$ cat src/rtl/ps2_pkg.sv
// Shared definitions for the PS/2 receive port: receiver states,
// frame geometry and the odd-parity helpers used on every frame.
package ps2_pkg;

    // Receiver frame-tracking states.
    typedef enum logic [1:0] {
        IDLE   = 2'd0,
        DATA   = 2'd1,
        PARITY = 2'd2,
        STOP   = 2'd3
    } rx_state_e;

    // Frame geometry: start + 8 data + parity + stop.
    localparam int DATA_BITS  = 8;
    localparam int FRAME_BITS = 11;

    // True when data bits plus parity bit carry an odd number of ones.
    function automatic logic odd_parity_ok(input logic [DATA_BITS:0] bits);
        return ^bits;
    endfunction

    // Parity bit a device appends so that the 9-bit group is odd.
    function automatic logic odd_parity_bit(input logic [DATA_BITS-1:0] data);
        return ~(^data);
    endfunction

endpackage

$ cat src/rtl/ps2_rx_port_if.sv
// Host-side bus of the PS/2 receive port: chip-select read strobe,
// interrupt clear, popped data, FIFO status and error/interrupt flags.
interface ps2_rx_port_if
    import ps2_pkg::*;
#(
    parameter int DEPTH = 8
);
    localparam int LVL_W = $clog2(DEPTH + 1);

    logic                 cs;
    logic                 int_clear;
    logic [DATA_BITS-1:0] rd_data;
    logic                 data_rdy;
    logic                 fifo_full;
    logic [LVL_W-1:0]     level;
    logic                 rx_valid;
    logic [DATA_BITS-1:0] rx_byte;
    logic                 frame_err;
    logic                 overflow;
    logic                 irq;

    // Host side: drives select and clear, observes everything else.
    modport master (
        output cs, int_clear,
        input  rd_data, data_rdy, fifo_full, level, rx_valid, rx_byte,
        input  frame_err, overflow, irq
    );

    // Port side: the receive block itself.
    modport slave (
        input  cs, int_clear,
        output rd_data, data_rdy, fifo_full, level, rx_valid, rx_byte,
        output frame_err, overflow, irq
    );

endinterface

$ cat src/rtl/ps2_rx_port_sync_fifo.sv
// Single-clock FIFO with registered read data. A push while full is
// accepted only when a pop happens in the same cycle; a pop while
// empty leaves the read data untouched.
module sync_fifo #(
    parameter int WIDTH = 8,
    parameter int DEPTH = 8
) (
    input  logic                       clk,
    input  logic                       rst_n,
    input  logic                       push,
    input  logic                       pop,
    input  logic [WIDTH-1:0]           din,
    output logic [WIDTH-1:0]           dout,
    output logic                       full,
    output logic                       empty,
    output logic [$clog2(DEPTH+1)-1:0] level
);
    localparam int PTR_W = $clog2(DEPTH);
    localparam int LVL_W = $clog2(DEPTH + 1);

    logic [WIDTH-1:0] mem_r [DEPTH];
    logic [PTR_W-1:0] wptr_r;
    logic [PTR_W-1:0] rptr_r;
    logic [LVL_W-1:0] cnt_r;
    logic [WIDTH-1:0] dout_r;
    logic             rd_en_s;
    logic             wr_en_s;

    assign empty   = (cnt_r == LVL_W'(0));
    assign full    = (cnt_r == LVL_W'(DEPTH));
    assign rd_en_s = pop & ~empty;
    assign wr_en_s = push & (~full | rd_en_s);
    assign level   = cnt_r;
    assign dout    = dout_r;

    // Storage array; written only on an accepted push.
    always_ff @(posedge clk) begin
        if (wr_en_s) begin
            mem_r[wptr_r] <= din;
        end
    end

    // Pointers, occupancy and registered read data.
    always_ff @(posedge clk or negedge rst_n) begin
        if (!rst_n) begin
            wptr_r <= '0;
            rptr_r <= '0;
            cnt_r  <= '0;
            dout_r <= '0;
        end else begin
            if (wr_en_s) begin
                wptr_r <= wptr_r + PTR_W'(1);
            end
            if (rd_en_s) begin
                rptr_r <= rptr_r + PTR_W'(1);
                dout_r <= mem_r[rptr_r];
            end
            case ({wr_en_s, rd_en_s})
                2'b10:   cnt_r <= cnt_r + LVL_W'(1);
                2'b01:   cnt_r <= cnt_r - LVL_W'(1);
                default: cnt_r <= cnt_r;
            endcase
        end
    end

endmodule

$ cat src/rtl/ps2_rx_port.sv
// PS/2 device-to-host receive port: synchronises and glitch-filters the
// pad lines, deframes 11-bit frames with parity/stop/timeout checking,
// buffers good bytes and raises interrupts toward the host bus.
module ps2_rx_port
    import ps2_pkg::*;
#(
    parameter int DEPTH          = 8,
    parameter int FILTER_LEN     = 4,
    parameter int CS_STABLE      = 2,
    parameter int TIMEOUT_CYCLES = 25000,
    parameter int IRQ_THRESHOLD  = 1
) (
    input logic           clk,
    input logic           rst_n,
    input logic           ps2_clk,
    input logic           ps2_data,
    ps2_rx_port_if.slave  bus
);
    localparam int LVL_W = $clog2(DEPTH + 1);
    localparam int FL_W  = $clog2(FILTER_LEN + 1);
    localparam int CS_W  = $clog2(CS_STABLE + 1);
    localparam int TO_W  = $clog2(TIMEOUT_CYCLES + 1);
    localparam int BC_W  = $clog2(DATA_BITS);

    // Synchroniser chains; PS/2 lines idle high, chip select idles low.
    logic [1:0] clk_sync_r;
    logic [1:0] data_sync_r;
    logic [1:0] cs_sync_r;

    // Glitch filters.
    logic            clk_filt_r;
    logic            data_filt_r;
    logic [FL_W-1:0] clk_fcnt_r;
    logic [FL_W-1:0] data_fcnt_r;
    logic            clk_flip_s;
    logic            data_flip_s;
    logic            fall_s;

    // Receiver.
    rx_state_e            state_r, state_n;
    logic [BC_W-1:0]      bit_cnt_r, bit_cnt_n;
    logic [DATA_BITS-1:0] shift_r, shift_n;
    logic                 par_r, par_n;
    logic [TO_W-1:0]      to_cnt_r, to_cnt_n;
    logic                 accept_s;
    logic                 ferr_s;
    logic                 rx_valid_r;
    logic [DATA_BITS-1:0] rx_byte_r;

    // Read strobe, FIFO and flags.
    logic [CS_W-1:0]      cs_cnt_r;
    logic                 cs_fired_r;
    logic                 rd_strobe_r;
    logic [DATA_BITS-1:0] fifo_dout_s;
    logic                 fifo_full_s;
    logic                 fifo_empty_s;
    logic [LVL_W-1:0]     fifo_level_s;
    logic                 ovf_s;
    logic                 frame_err_r;
    logic                 overflow_r;
    logic                 irq_r;

    // Two-flop synchronisers for the three asynchronous inputs.
    always_ff @(posedge clk or negedge rst_n) begin
        if (!rst_n) begin
            clk_sync_r  <= 2'b11;
            data_sync_r <= 2'b11;
            cs_sync_r   <= 2'b00;
        end else begin
            clk_sync_r  <= {clk_sync_r[0], ps2_clk};
            data_sync_r <= {data_sync_r[0], ps2_data};
            cs_sync_r   <= {cs_sync_r[0], bus.cs};
        end
    end

    // A filtered line flips on the cycle its disagreement count completes;
    // a flip of the filtered clock from 1 is the receiver's bit edge.
    assign clk_flip_s  = (clk_sync_r[1] != clk_filt_r) &&
                         (clk_fcnt_r == FL_W'(FILTER_LEN - 1));
    assign data_flip_s = (data_sync_r[1] != data_filt_r) &&
                         (data_fcnt_r == FL_W'(FILTER_LEN - 1));
    assign fall_s      = clk_flip_s & clk_filt_r;

    // PS/2 clock filter: follow the input only after FILTER_LEN agreeing samples.
    always_ff @(posedge clk or negedge rst_n) begin
        if (!rst_n) begin
            clk_filt_r <= 1'b1;
            clk_fcnt_r <= '0;
        end else if (clk_sync_r[1] == clk_filt_r) begin
            clk_fcnt_r <= '0;
        end else if (clk_flip_s) begin
            clk_filt_r <= clk_sync_r[1];
            clk_fcnt_r <= '0;
        end else begin
            clk_fcnt_r <= clk_fcnt_r + FL_W'(1);
        end
    end

    // PS/2 data filter, same rule as the clock filter.
    always_ff @(posedge clk or negedge rst_n) begin
        if (!rst_n) begin
            data_filt_r <= 1'b1;
            data_fcnt_r <= '0;
        end else if (data_sync_r[1] == data_filt_r) begin
            data_fcnt_r <= '0;
        end else if (data_flip_s) begin
            data_filt_r <= data_sync_r[1];
            data_fcnt_r <= '0;
        end else begin
            data_fcnt_r <= data_fcnt_r + FL_W'(1);
        end
    end

    // Receiver state register.
    always_ff @(posedge clk or negedge rst_n) begin
        if (!rst_n) begin
            state_r   <= IDLE;
            bit_cnt_r <= '0;
            shift_r   <= '0;
            par_r     <= 1'b0;
            to_cnt_r  <= '0;
        end else begin
            state_r   <= state_n;
            bit_cnt_r <= bit_cnt_n;
            shift_r   <= shift_n;
            par_r     <= par_n;
            to_cnt_r  <= to_cnt_n;
        end
    end

    // Receiver next state: advance on each filtered clock fall, abandon the
    // frame if the gap between falls inside a frame grows too long.
    always_comb begin
        state_n   = state_r;
        bit_cnt_n = bit_cnt_r;
        shift_n   = shift_r;
        par_n     = par_r;
        to_cnt_n  = to_cnt_r;
        accept_s  = 1'b0;
        ferr_s    = 1'b0;
        if (fall_s) begin
            to_cnt_n = '0;
            case (state_r)
                IDLE: begin
                    if (!data_filt_r) begin
                        state_n   = DATA;
                        bit_cnt_n = '0;
                    end else begin
                        state_n = IDLE;
                    end
                end
                DATA: begin
                    shift_n = {data_filt_r, shift_r[DATA_BITS-1:1]};
                    if (bit_cnt_r == BC_W'(DATA_BITS - 1)) begin
                        state_n = PARITY;
                    end else begin
                        bit_cnt_n = bit_cnt_r + BC_W'(1);
                    end
                end
                PARITY: begin
                    par_n   = data_filt_r;
                    state_n = STOP;
                end
                STOP: begin
                    if (data_filt_r && odd_parity_ok({par_r, shift_r})) begin
                        accept_s = 1'b1;
                    end else begin
                        ferr_s = 1'b1;
                    end
                    state_n = IDLE;
                end
                default: begin
                    state_n = IDLE;
                end
            endcase
        end else if (state_r != IDLE) begin
            if (to_cnt_r == TO_W'(TIMEOUT_CYCLES - 1)) begin
                state_n  = IDLE;
                ferr_s   = 1'b1;
                to_cnt_n = '0;
            end else begin
                to_cnt_n = to_cnt_r + TO_W'(1);
            end
        end else begin
            to_cnt_n = '0;
        end
    end

    // Accepted byte is presented for one cycle and pushed in that same cycle.
    always_ff @(posedge clk or negedge rst_n) begin
        if (!rst_n) begin
            rx_valid_r <= 1'b0;
            rx_byte_r  <= '0;
        end else begin
            rx_valid_r <= accept_s;
            rx_byte_r  <= accept_s ? shift_r : rx_byte_r;
        end
    end

    // Read strobe: one pulse per chip-select assertion once it has stayed high.
    always_ff @(posedge clk or negedge rst_n) begin
        if (!rst_n) begin
            cs_cnt_r    <= '0;
            cs_fired_r  <= 1'b0;
            rd_strobe_r <= 1'b0;
        end else begin
            rd_strobe_r <= 1'b0;
            if (!cs_sync_r[1]) begin
                cs_cnt_r   <= '0;
                cs_fired_r <= 1'b0;
            end else if (!cs_fired_r) begin
                if (cs_cnt_r == CS_W'(CS_STABLE - 1)) begin
                    rd_strobe_r <= 1'b1;
                    cs_fired_r  <= 1'b1;
                    cs_cnt_r    <= '0;
                end else begin
                    cs_cnt_r <= cs_cnt_r + CS_W'(1);
                end
            end
        end
    end

    sync_fifo #(
        .WIDTH (DATA_BITS),
        .DEPTH (DEPTH)
    ) u_fifo (
        .clk   (clk),
        .rst_n (rst_n),
        .push  (rx_valid_r),
        .pop   (rd_strobe_r),
        .din   (rx_byte_r),
        .dout  (fifo_dout_s),
        .full  (fifo_full_s),
        .empty (fifo_empty_s),
        .level (fifo_level_s)
    );

    // A byte is lost only when full and nothing leaves in the same cycle.
    assign ovf_s = rx_valid_r & fifo_full_s & ~rd_strobe_r;

    // Sticky flags and interrupt; a new set event beats a concurrent clear.
    always_ff @(posedge clk or negedge rst_n) begin
        if (!rst_n) begin
            frame_err_r <= 1'b0;
            overflow_r  <= 1'b0;
            irq_r       <= 1'b0;
        end else begin
            frame_err_r <= ferr_s ? 1'b1 : (bus.int_clear ? 1'b0 : frame_err_r);
            overflow_r  <= ovf_s  ? 1'b1 : (bus.int_clear ? 1'b0 : overflow_r);
            if (ferr_s || ovf_s) begin
                irq_r <= 1'b1;
            end else if (bus.int_clear) begin
                irq_r <= 1'b0;
            end else if (fifo_level_s >= LVL_W'(IRQ_THRESHOLD)) begin
                irq_r <= 1'b1;
            end else begin
                irq_r <= irq_r;
            end
        end
    end

    assign bus.rd_data   = fifo_dout_s;
    assign bus.data_rdy  = ~fifo_empty_s;
    assign bus.fifo_full = fifo_full_s;
    assign bus.level     = fifo_level_s;
    assign bus.rx_valid  = rx_valid_r;
    assign bus.rx_byte   = rx_byte_r;
    assign bus.frame_err = frame_err_r;
    assign bus.overflow  = overflow_r;
    assign bus.irq       = irq_r;

endmodule

$ cat src/flat_wrapper.sv
// flat-port wrapper written by rule: the top's interface ports become plain ports
module ps2_rx_port_flat import ps2_pkg::*;
#(
    parameter int DEPTH          = 8,
    parameter int FILTER_LEN     = 4,
    parameter int CS_STABLE      = 2,
    parameter int TIMEOUT_CYCLES = 25000,
    parameter int IRQ_THRESHOLD  = 1
)
  (clk, rst_n, ps2_clk, ps2_data, bus_cs, bus_int_clear, bus_rd_data, bus_data_rdy, bus_fifo_full, bus_level, bus_rx_valid, bus_rx_byte, bus_frame_err, bus_overflow, bus_irq);
  ps2_rx_port_if #(.DEPTH(DEPTH)) bus_i ();
  input logic clk;
  input logic rst_n;
  input logic ps2_clk;
  input logic ps2_data;
  input wire logic [$bits(bus_i.cs)-1:0] bus_cs;
  input wire logic [$bits(bus_i.int_clear)-1:0] bus_int_clear;
  output wire logic [$bits(bus_i.rd_data)-1:0] bus_rd_data;
  output wire logic [$bits(bus_i.data_rdy)-1:0] bus_data_rdy;
  output wire logic [$bits(bus_i.fifo_full)-1:0] bus_fifo_full;
  output wire logic [$bits(bus_i.level)-1:0] bus_level;
  output wire logic [$bits(bus_i.rx_valid)-1:0] bus_rx_valid;
  output wire logic [$bits(bus_i.rx_byte)-1:0] bus_rx_byte;
  output wire logic [$bits(bus_i.frame_err)-1:0] bus_frame_err;
  output wire logic [$bits(bus_i.overflow)-1:0] bus_overflow;
  output wire logic [$bits(bus_i.irq)-1:0] bus_irq;
  assign bus_i.cs = bus_cs;
  assign bus_i.int_clear = bus_int_clear;
  assign bus_rd_data = bus_i.rd_data;
  assign bus_data_rdy = bus_i.data_rdy;
  assign bus_fifo_full = bus_i.fifo_full;
  assign bus_level = bus_i.level;
  assign bus_rx_valid = bus_i.rx_valid;
  assign bus_rx_byte = bus_i.rx_byte;
  assign bus_frame_err = bus_i.frame_err;
  assign bus_overflow = bus_i.overflow;
  assign bus_irq = bus_i.irq;
  ps2_rx_port #(.DEPTH(DEPTH), .FILTER_LEN(FILTER_LEN), .CS_STABLE(CS_STABLE), .TIMEOUT_CYCLES(TIMEOUT_CYCLES), .IRQ_THRESHOLD(IRQ_THRESHOLD)) u_core (.clk(clk), .rst_n(rst_n), .ps2_clk(ps2_clk), .ps2_data(ps2_data), .bus(bus_i));
endmodule
$ cat config.mk
export PLATFORM = sky130hd
export DESIGN_NAME = ps2_rx_port_flat
export DESIGN_NICKNAME = d
export VERILOG_FILES = /design/src/rtl/ps2_pkg.sv /design/src/rtl/ps2_rx_port_if.sv /design/src/rtl/ps2_rx_port_sync_fifo.sv /design/src/rtl/ps2_rx_port.sv /design/src/flat_wrapper.sv
export SDC_FILE = /design/constraint.sdc
export NUM_CORES = 1
export LEC_CHECK = 0
export ABC_AREA = 1
export CORE_MARGIN = 4
export CORE_UTILIZATION = 64
export DETAILED_ROUTE_END_ITERATION = 7
export MAX_ROUTING_LAYER = met4
export PLACE_DENSITY = 0.84
export SLEW_MARGIN = 25
export SYNTH_ARGS = -nofsm -noshare
export SYNTH_HDL_FRONTEND = slang
export SYNTH_HIERARCHICAL = 1
export SYNTH_SLANG_ARGS = --single-unit
$ cat constraint.sdc
create_clock -name clk -period 4.6 [get_ports clk]
set_input_delay 0.92 -clock clk [delete_from_list [all_inputs] [get_ports clk]]
set_output_delay 0.92 -clock clk [all_outputs]
set_load 0.01 [all_outputs]
# Yosys cells after proc, flatten, opt, wreduce, memory -nomap -nowiden
# Memories as Yosys holds them, arrays and structs flattened. A register that Yosys moved wholly into a read port is not among the register bits.
# Cells that the tools add are included.
word_totals:
  regBits: 69
  latch_bits: 0
  ram_bits: 64
  mem_bits_ro: 0
  input_bits: 6
  output_inout_bits: 26
  elab_cells: 127
  memories: 1
mem_list:
  columns: ["memory", "depth", "word_bits", "rd", "rd_ports_with_merged_regs", "write_ports", "line_no", "rtl"]
  rows:
  - ["u_core.u_fifo.mem_r", 8, 8, 1, 1, 1, "ps2_rx_port_sync_fifo.sv:21", "logic [WIDTH-1:0] mem_r [DEPTH];"]
classes:
  n_addsub: 9
  mul: 0
  n_div: 0
  order_cmp: 1
  n_eq_ne: 19
  shift: 0
  n_mux: 41
  bitwise_logic: 11
  reduce_logical: 22
ops:
  columns: ["operator", "count"]
  rows:
  - ["2-to-1 mux 15 bit", 3]
  - ["2-to-1 mux 1 bit", 22]
  - ["2-to-1 mux 3 bit", 6]
  - ["adder 15 x 1 -> 15 bit (second input constant)", 1]
  - ["adder 3 x 1 -> 3 bit (second input constant)", 5]
  - ["== test 15 bit (second input constant)", 1]
  - ["2-to-1 mux 2 bit", 7]
  - ["nonzero test 2 bit", 7]
  - ["XOR reduction 9 bit", 1]
  - ["one-hot mux 2 bit (4 select lines)", 1]
  - ["one-hot mux 4 bit (2 select lines)", 1]
  - ["AND reduction 2 bit", 4]
  - ["== test 2 x 1 -> 1 bit (second input constant)", 3]
  - ["== test 2 bit (second input constant)", 3]
  - ["== test 3 x 2 -> 1 bit (second input constant)", 2]
  - ["!= test 2 bit (second input constant)", 3]
  - ["one-hot mux 3 bit (2 select lines)", 1]
  - ["bitwise AND 1 bit", 5]
  - ["NOT 1 bit", 5]
  - ["adder 4 x 1 -> 4 bit (second input constant)", 1]
  - ["== test 4 bit (second input constant)", 1]
  - ["greater-or-equal comparator 4 x 1 -> 1 bit (second input constant)", 1]
  - ["logical NOT 4 bit", 1]
  - ["AND reduction 4 bit", 1]
  - ["other kinds (13)", 17]

# Logic depth before layout (Yosys ltp)
# Gate-level depths: netlist (run 1).
logic_depth:
  depth_word: 7
  mapped_depth: 14
  depth_no_buf: 14

# Hierarchy
# Netlist (run 1), hierarchy kept.
by_module_without_submodules:
  columns: ["module", "instances", "cells_per_inst", "area_each_um2", "seq_area_each_um2"]
  rows:
  - ["sync_fifo", 1, 284, 3399.5, 2372.3]
  - ["ps2_rx_port", 1, 328, 2820.2, 1483.9]

# Worst setup path before layout (run 1)
# No wires, ideal clock.
synth_timing:
  path_kind: "flip-flop to flip-flop"
  startpoint: "register u_core.u_fifo.cnt_r[0] (netlist: u_core/u_fifo/level[0])"
  endpoint: "memory u_core.u_fifo.mem_r[4][0], enable pin"
  setup_ns: 0.383
  t_arrival_ns: 1.536
  required_time_ns: 4.217
  setup_slack_ns: 2.681
  path_stages_with_launch: 7
  n_path_buf: 0
  synth_period_minus_slack_ns: 1.919
  cell_sequence: "dfrtp_1 > nor2_2 > nand3_1 > inv_1 > nand2_2 > nand3_2 > nor3_1"
synth_via:
  word_cells_on_any_way: 9
  cone_classes: "1 x eq/ne; 2 x mux; 5 x bitwise; 1 x reduce/logical"
synth_lines:
  columns: ["element", "line_no", "rtl"]
  rows:
  - ["start, declared", "ps2_rx_port_sync_fifo.sv:24", "logic [LVL_W-1:0] cnt_r;"]
  - ["start signal, assigned", "ps2_rx_port_sync_fifo.sv:59", "2'b10: cnt_r <= cnt_r + LVL_W'(1);"]
  - ["start signal, assigned", "ps2_rx_port_sync_fifo.sv:60", "2'b01: cnt_r <= cnt_r - LVL_W'(1);"]
  - ["start signal, assigned", "ps2_rx_port_sync_fifo.sv:61", "default: cnt_r <= cnt_r;"]
  - ["== test 4 bit", "ps2_rx_port_sync_fifo.sv:30", "assign full = (cnt_r == LVL_W'(DEPTH));"]
  - ["named net bus_fifo_full", "flat_wrapper.sv:20", "output wire logic [$bits(bus_i.fifo_full)-1:0] bus_fifo_full;"]
  - ["NOT 1 bit", "ps2_rx_port_sync_fifo.sv:32", "assign wr_en_s = push & (~full | rd_en_s);"]
  - ["bitwise OR 1 bit", "ps2_rx_port_sync_fifo.sv:32", null]
  - ["bitwise AND 1 bit", "ps2_rx_port_sync_fifo.sv:32", null]
  - ["2-to-1 mux 1 bit", "ps2_rx_port_sync_fifo.sv:38", "if (wr_en_s) begin"]
  - ["2-to-1 mux 1 bit (not written as such)", "ps2_rx_port_sync_fifo.sv:39", "mem_r[wptr_r] <= din;"]
  - ["end, declared", "ps2_rx_port_sync_fifo.sv:21", null]
# The timed path passes the listed nets, and every way through them passes these cells.

# Worst setup path after layout (run 1)
layout_timing:
  startpoint: "register u_core.u_fifo.cnt_r[0] (netlist: u_core/u_fifo/level[0])"
  endpoint: "output bus_fifo_full"
layout_via:
  elab_chain_len: 1
layout_rtl:
  columns: ["element", "line_no"]
  rows:
  - ["== test 4 bit", "ps2_rx_port_sync_fifo.sv:30"]
  - ["end, declared", "flat_wrapper.sv:20"]
# Every way passes these cells.

==> flow_summary.toml, run 1 <==
[run_status]
status = "completed"

[die]
initial_utilization = 0.664
row_count = 35
boundaryPins = 32
die_width_um = 107
die_area_um2 = 11400
core-area_um2 = 9370
die_h_um = 107

[synthesis]
yosys_warnings = 6
syn_avg_cell_area_um2 = 10.2
synth_cells = 612
syn_nets = 632
synth-seq-cells = 141
seq_area_frac_synth = 0.620
synthesis.area_um2 = 6220
ys_types = 40

[sta]
max_freq_mhz = 346
post-route-min-period_ps = 2890
rsz0062_at_grt = "false"
finalCritPeriodShare = 0.628
setup_viol = 0
finalHoldViolations = 0
slew_viol_final = 0
tns_ps = 0
slew_headroom = 0.296
hold_ws_ps = 357
final.setup_skew_ps = 6.37
worstMarginPinSlew_ps = 1050

[clock_tree]
clockBufferDepth = 2
path_clk_slew_ps = 60
cts_resized = 0
cts_tree = "yes"
post_cts_buffers = 0
ctsHoldBuffers = 0
worstSkewPairLatency_ps = 520
numCtsBuffers = 17
cts.sinks = 141
cts_root_buf = "clkbuf_8"
cts.htree.levels = 4

[setup_path]
crit_path_start = "u_core/u_fifo/level[0]"
setup.worst_path.end_class = "primary output"
cp-start-kind = "register"
r2r-start = "u_core/u_fifo/level[3]"
critical_path_class = "reg -> out"
arrival_ps = 1970
cp_max_fo = 6
worstPathRequired_ps = 3680

[power]
p_total_w = 0.00295
p_int_w = 0.00233
cellLeakagePower_nw = 2.94
power_density_nw_per_um2 = 406
irDropWorstVdd_v = 0.000287
seqPwrFrac = 0.466
p_comb_frac = 0.032
clkPwrFrac = 0.503
netSwitchingFraction = 0.212
p_switching_w = 0.000627

[placed_design]
gp_congestion = 0.847
place_inst = 759
dp_hpwl_um = 7900
dpl-instance-area_um2 = 6620
port_buffers = 31

[route]
top_layer_used = "met4"
wl_met3_um = 758
met1_length_um = 5000
finalWirelength_um = 12800
drc_errors = 0
ant_nets = 0
wl_per_cell_um = 16.2
drt-pass1-iter-count = 5
drtIter0Drc = 339
wl_met2_um = 6690
vias = 4503
routed_via_density = 5.69

[global_route]
grt_pass1_vias = 4391
grt_antenna_before_repair = 0
grt_pass1_wl_um = 21100
grt_max_degree = 78
grt_usage = 0.247
grt-ovfl-total = 0

[hold_path]
min_from = "u_core/data_sync_r[0]"
hold_path_class = "reg -> reg"

[flow_run]
maxCapViolations = 0

[layout]
area_delta_synth_final_pct = 17.1
drive_gt1_frac = 0.115
antennaDiodeCount = 0
stdcell_count = 791
nets = 669
final_cell_area_um2 = 7280
## final cells by class
class	instances	area, um2
flip-flops and latches	141	3860
fillers	567	2090
inverters	61	229
clock inverters	15	234
clock buffers	17	414
repair buffers	32	319
well taps	129	161
multi-input cells	396	2070
## per-layer routing
layer	vias to the layer above	track usage
met5	-	-
met4	0	0.101
met3	44	0.0566
met2	185	0.419
met1	2143	0.285
li1	2131	-
## power by group through the flow
stage / registers [W] / logic, W / clock network [W]
floorplan: 0.00138 / 0.0000789 / 0
global placement: 0.00140 / 0.0000882 / 0
detailed placement: 0.00140 / 0.0000960 / 0
CTS: 0.00138 / 0.0000968 / 0.00150
global route: 0.00138 / 0.000109 / 0.00157
finish: 0.00137 / 0.0000940 / 0.00148
## worst max-delay path, cell delays in order (launching register included)
cell and delay, ps:
dfrtp_1 440, nor2_2 190, nand3_1 120, inv_1 140, clkdlybuf4s50_1 560
## registers in the layout, indices dropped and copies added (netlist names), 2 cells and up
register	flops
u_core/u_fifo/dout	8
u_core/bus.rx_byte	8
u_core/data_fcnt_r	3
u_core/data_sync_r	2
u_core/cs_cnt_r	2
u_core/u_fifo/wptr_r	3
u_core/shift_r	8
u_core/clk_fcnt_r	3
u_core/u_fifo/rptr_r	3
u_core/to_cnt_r	15
u_core/cs_sync_r	2
u_core/bit_cnt_r	3
u_core/clk_sync_r	2
u_core/u_fifo/mem_r	64
u_core/state_r	2
u_core/u_fifo/level	4
## logic make-up after synthesis
logic type / synth area share
AO/OA/AOI/OAI: 0.0801
XOR/XNOR: 0.00986
adder cells (fa/ha/maj): 0.0294
buffers and inverters: 0.0503
flip-flops: 0.620
multiplexers: 0.00181
AND/OR/NAND/NOR: 0.209
## layout by cell type, fill, tap and decap left out, types with 2 or more instances in the layout
master	count
xnor2_1	2
inv_1	55
nor2_2	3
edfxtp_1	64
nand3_1	37
xor2_1	5
o21ai_1	17
a21oi_1	14
dfrtp_1	70
nor3_2	4
nor3_1	12
clkinvlp_4	3
nand4_1	5
ha_1	13
dfstp_2	6
nor2_4	3
o21ai_0	40
inv_6	4
o211ai_1	16
nor2_1	74
inv_2	5
nor4_1	2
nand2_2	9
bufinv_16	5
nand2_1	124
nand3_2	3
clkinv_4	3
clkdlybuf4s50_1	30
clkbuf_16	16
## path summary, 6_finish.rpt
check | endpoint | slack (ps) | depth (start not counted)
max in group asynchronous | u_core/bus.rx_byte[5] | 3700 | 1
worst max register to register | u_core/u_fifo/mem_r[0][6] | 2340 | 6
min in group asynchronous | u_core/u_fifo/level[1] | 400 | 1
worst min register to register | u_core/data_sync_r[1] | 360 | 0
worst max-delay path | bus_fifo_full | 1710 | 4
worst min-delay path | u_core/data_sync_r[1] | 360 | 0
## metrics by stage
stage | utilization | setup WS, ps
2_1_floorplan | - | 2680
5_1_grt | 0.777 | 1630
3_5_place_dp | 0.707 | 2260
6_report | 0.777 | 1710
3_3_place_gp | 0.706 | 2310
4_1_cts | 0.776 | 1690
## Yosys cell counts (all sizes together)
cell / number / share of area
dfstp: 6 / 0.025
mux2: 1 / 0.0018
o21a: 1 / 0.0012
or2: 1 / 0.0010
and3: 1 / 0.0010
nor3b: 1 / 0.0012
xor2: 5 / 0.0070
fa: 1 / 0.0032
edfxtp: 64 / 0.31
nand3: 40 / 0.035
nand4: 6 / 0.0084
nor2: 81 / 0.056
inv: 60 / 0.036
nor4: 3 / 0.0040
ha: 13 / 0.026
o211ai: 16 / 0.019
dfrtp: 71 / 0.29
clkinv: 1 / 0.00060
a21oi: 15 / 0.013
o21ai: 57 / 0.046
xnor2: 2 / 0.0028
nor3: 17 / 0.016
nand2: 134 / 0.086
buf: 14 / 0.013
a31oi: 1 / 0.0010
Note: power is estimated with default switching activity, not from simulation.
==> inputs of run 2 (changes only) <==
--- a/config.mk
+++ b/config.mk
@@ -7,10 +7,10 @@
 export LEC_CHECK = 0
 export ABC_AREA = 1
 export CORE_MARGIN = 4
-export CORE_UTILIZATION = 64
+export CORE_UTILIZATION = 60
 export DETAILED_ROUTE_END_ITERATION = 7
 export MAX_ROUTING_LAYER = met4
-export PLACE_DENSITY = 0.84
+export PLACE_DENSITY = 0.8
 export SLEW_MARGIN = 25
 export SYNTH_ARGS = -nofsm -noshare
 export SYNTH_HDL_FRONTEND = slang
==> constraint.sdc (replaced) <==
create_clock -name clk -period 2.7 [get_ports clk]
set_input_delay 0.54 -clock clk [delete_from_list [all_inputs] [get_ports clk]]
set_output_delay 0.54 -clock clk [all_outputs]
set_load 0.01 [all_outputs]
==> run 2 against run 1 <==
Non-clock buffer count grew 6; global-route usage down 1.7 points; clock power up 45%; sequential share of layout area grew 0.38 points; flip-flop and latch count is the same; via count shrank 2.8%; first-iteration DRC count shrank 4.1%; core utilization down 5.1 points; critical endpoint unchanged; highest routed layer unchanged.
==> flow_summary.toml, run 2 (synthesized netlist as in run 1, its figures left out) <==
[sta]
max_freq_mhz = 412
setup_ws_ps = 273
finalHoldViolations = 0
setup_viol = 0
finalCritPeriodShare = 0.899
tns_ps = 0
rsz0062_at_grt = "false"
slew_headroom = 0.535
hold_ws_ps = 41.2
worstMarginPinSlew_ps = 695
slew_viol_final = 0
post-route-min-period_ps = 2430
final.setup_skew_ps = 10.9

[clock_tree]
cts_tree = "yes"
ctsHoldBuffers = 0
post_cts_buffers = 0
worstSkewPairLatency_ps = 520
cts_resized = 0
cts.sinks = 141
numCtsBuffers = 17
cts.htree.levels = 4
path_clk_slew_ps = 60
clockBufferDepth = 2
cts_root_buf = "clkbuf_8"

[layout]
antennaDiodeCount = 0
top_regs = "u_core/u_fifo/mem_r (64), u_core/to_cnt_r (15)"
nets = 675
regArea_um2 = 3860
n_fill_cell = 726
final_cell_mix = "nand2_1 (124), nor2_1 (74), dfrtp_1 (71), edfxtp_1 (64), inv_1 (55)"
drive_gt1_frac = 0.117
area_delta_synth_final_pct = 16.2
largest_reg_flops = 64
utilization = 0.726
stdcell_count = 801
final_common_cell = "nand2_1"
top_register = "u_core/u_fifo/mem_r"
multiInputGateArea_um2 = 2050

[power]
power_density_nw_per_um2 = 643
irDropWorstVdd_v = 0.000552
cellLeakagePower_nw = 2.90

[global_route]
grt-ovfl-total = 0
grt_usage = 0.230
grt_max_degree = 78
grt_pass1_vias = 4281
grt_antenna_before_repair = 0
grt_pass1_wl_um = 20600

[run_status]
status = "completed"

[setup_path]
cpLargestDelayFamily = "buffers and inverters"
critical_path_class = "reg -> out"
worstPathRequired_ps = 2160
critPathSlowestCell = "clkdlybuf4s50_1"
crit_buf_inv = 2
max_stage_delay_ps = 550
cp-start-kind = "register"
cp_max_fo = 6
arrival_ps = 1890
setup.worst_path.end_class = "primary output"
worstPathCellList = "nor2_2 > nand3_1 > inv_1 > clkdlybuf4s50_1"

[route]
finalWirelength_um = 12100
wl_per_cell_um = 15.1
drtIter0Drc = 325
vias = 4375
ant_nets = 0
drt-pass1-iter-count = 4
routed_via_density = 5.46
drc_errors = 0

[die]
die_width_um = 110
die_area_um2 = 12100
die_h_um = 110
boundaryPins = 32
initial_utilization = 0.625
core-area_um2 = 9950
row_count = 36

[placed_design]
pre_cts_ws_ps = 504
gp_congestion = 0.897
port_buffers = 31
place_inst = 769
dp_hpwl_um = 7980

[hold_path]
hold_path_class = "in -> async"

[flow_run]
maxCapViolations = 0
==> run 2: cell types whose count changed in the layout (fill, tap and decap cells not counted), sizes merged <==
cell      change
clkinvlp      -1
inv           +5
buf           +6
clkinv        +1
bufinv        -5
==> run 2: report_power, final <==
part	switching [W]	total, W	internal (W)
Combinational	0.0000963	0.000157	0.0000603
Sequential	0.0000496	0.00234	0.00229
Clock	0.000973	0.00215	0.00118
Total	0.00112	0.00465	0.00353
==> run 2: worst paths after layout <==
kind | to | startpoint | cells after the start | slack (ps)
worst max-delay path | bus_fifo_full | u_core/u_fifo/level[0] | 4 | 270
max in group asynchronous | u_core/clk_fcnt_r[1] | rst_n | 1 | 2180
min in group clk | u_core/cs_sync_r[1] | u_core/cs_sync_r[0] | 0 | 360
worst min-delay path | u_core/u_fifo/rptr_r[0] | rst_n | 1 | 40
worst max register to register | u_core/u_fifo/level[3] | u_core/u_fifo/level[0] | 13 | 480
worst min register to register | u_core/cs_sync_r[1] | u_core/cs_sync_r[0] | 0 | 360
==> run 2: cell type report <==
class,count,share of cell area
inverters,61,0.0317
clock inverters,15,0.0203
clock buffers,17,0.0573
well taps,133,0.0230
multi-input cells,396,0.284
repair buffers,38,0.0504
flip-flops and latches,141,0.534
==> run 2: metrics by stage <==
step                      power, W  cell area, um2
after floorplan            0.00249            6220
after global placement     0.00253            6660
after detailed placement   0.00255            6660
after CTS                  0.00469            7220
after global routing       0.00485            7230
final                      0.00465            7230
==> run 2: routing by layer <==
layer / track usage / vias up / part of all wire
li1: - / 2143 / -
met1: 0.275 / 2097 / 0.41
met3: 0.0458 / 19 / 0.047
met4: 0.0837 / 0 / 0.016
met2: 0.386 / 116 / 0.53
met5: - / - / 0
==> inputs of run 3 (changes only) <==
--- a/config.mk
+++ b/config.mk
@@ -11,6 +11,7 @@
 export DETAILED_ROUTE_END_ITERATION = 7
 export MAX_ROUTING_LAYER = met4
 export PLACE_DENSITY = 0.8
+export SETUP_SLACK_MARGIN = 0.1
 export SLEW_MARGIN = 25
 export SYNTH_ARGS = -nofsm -noshare
 export SYNTH_HDL_FRONTEND = slang
==> results of run 3 <==
Same layout as run 2: the final DEF is identical, and so are final timing and power.
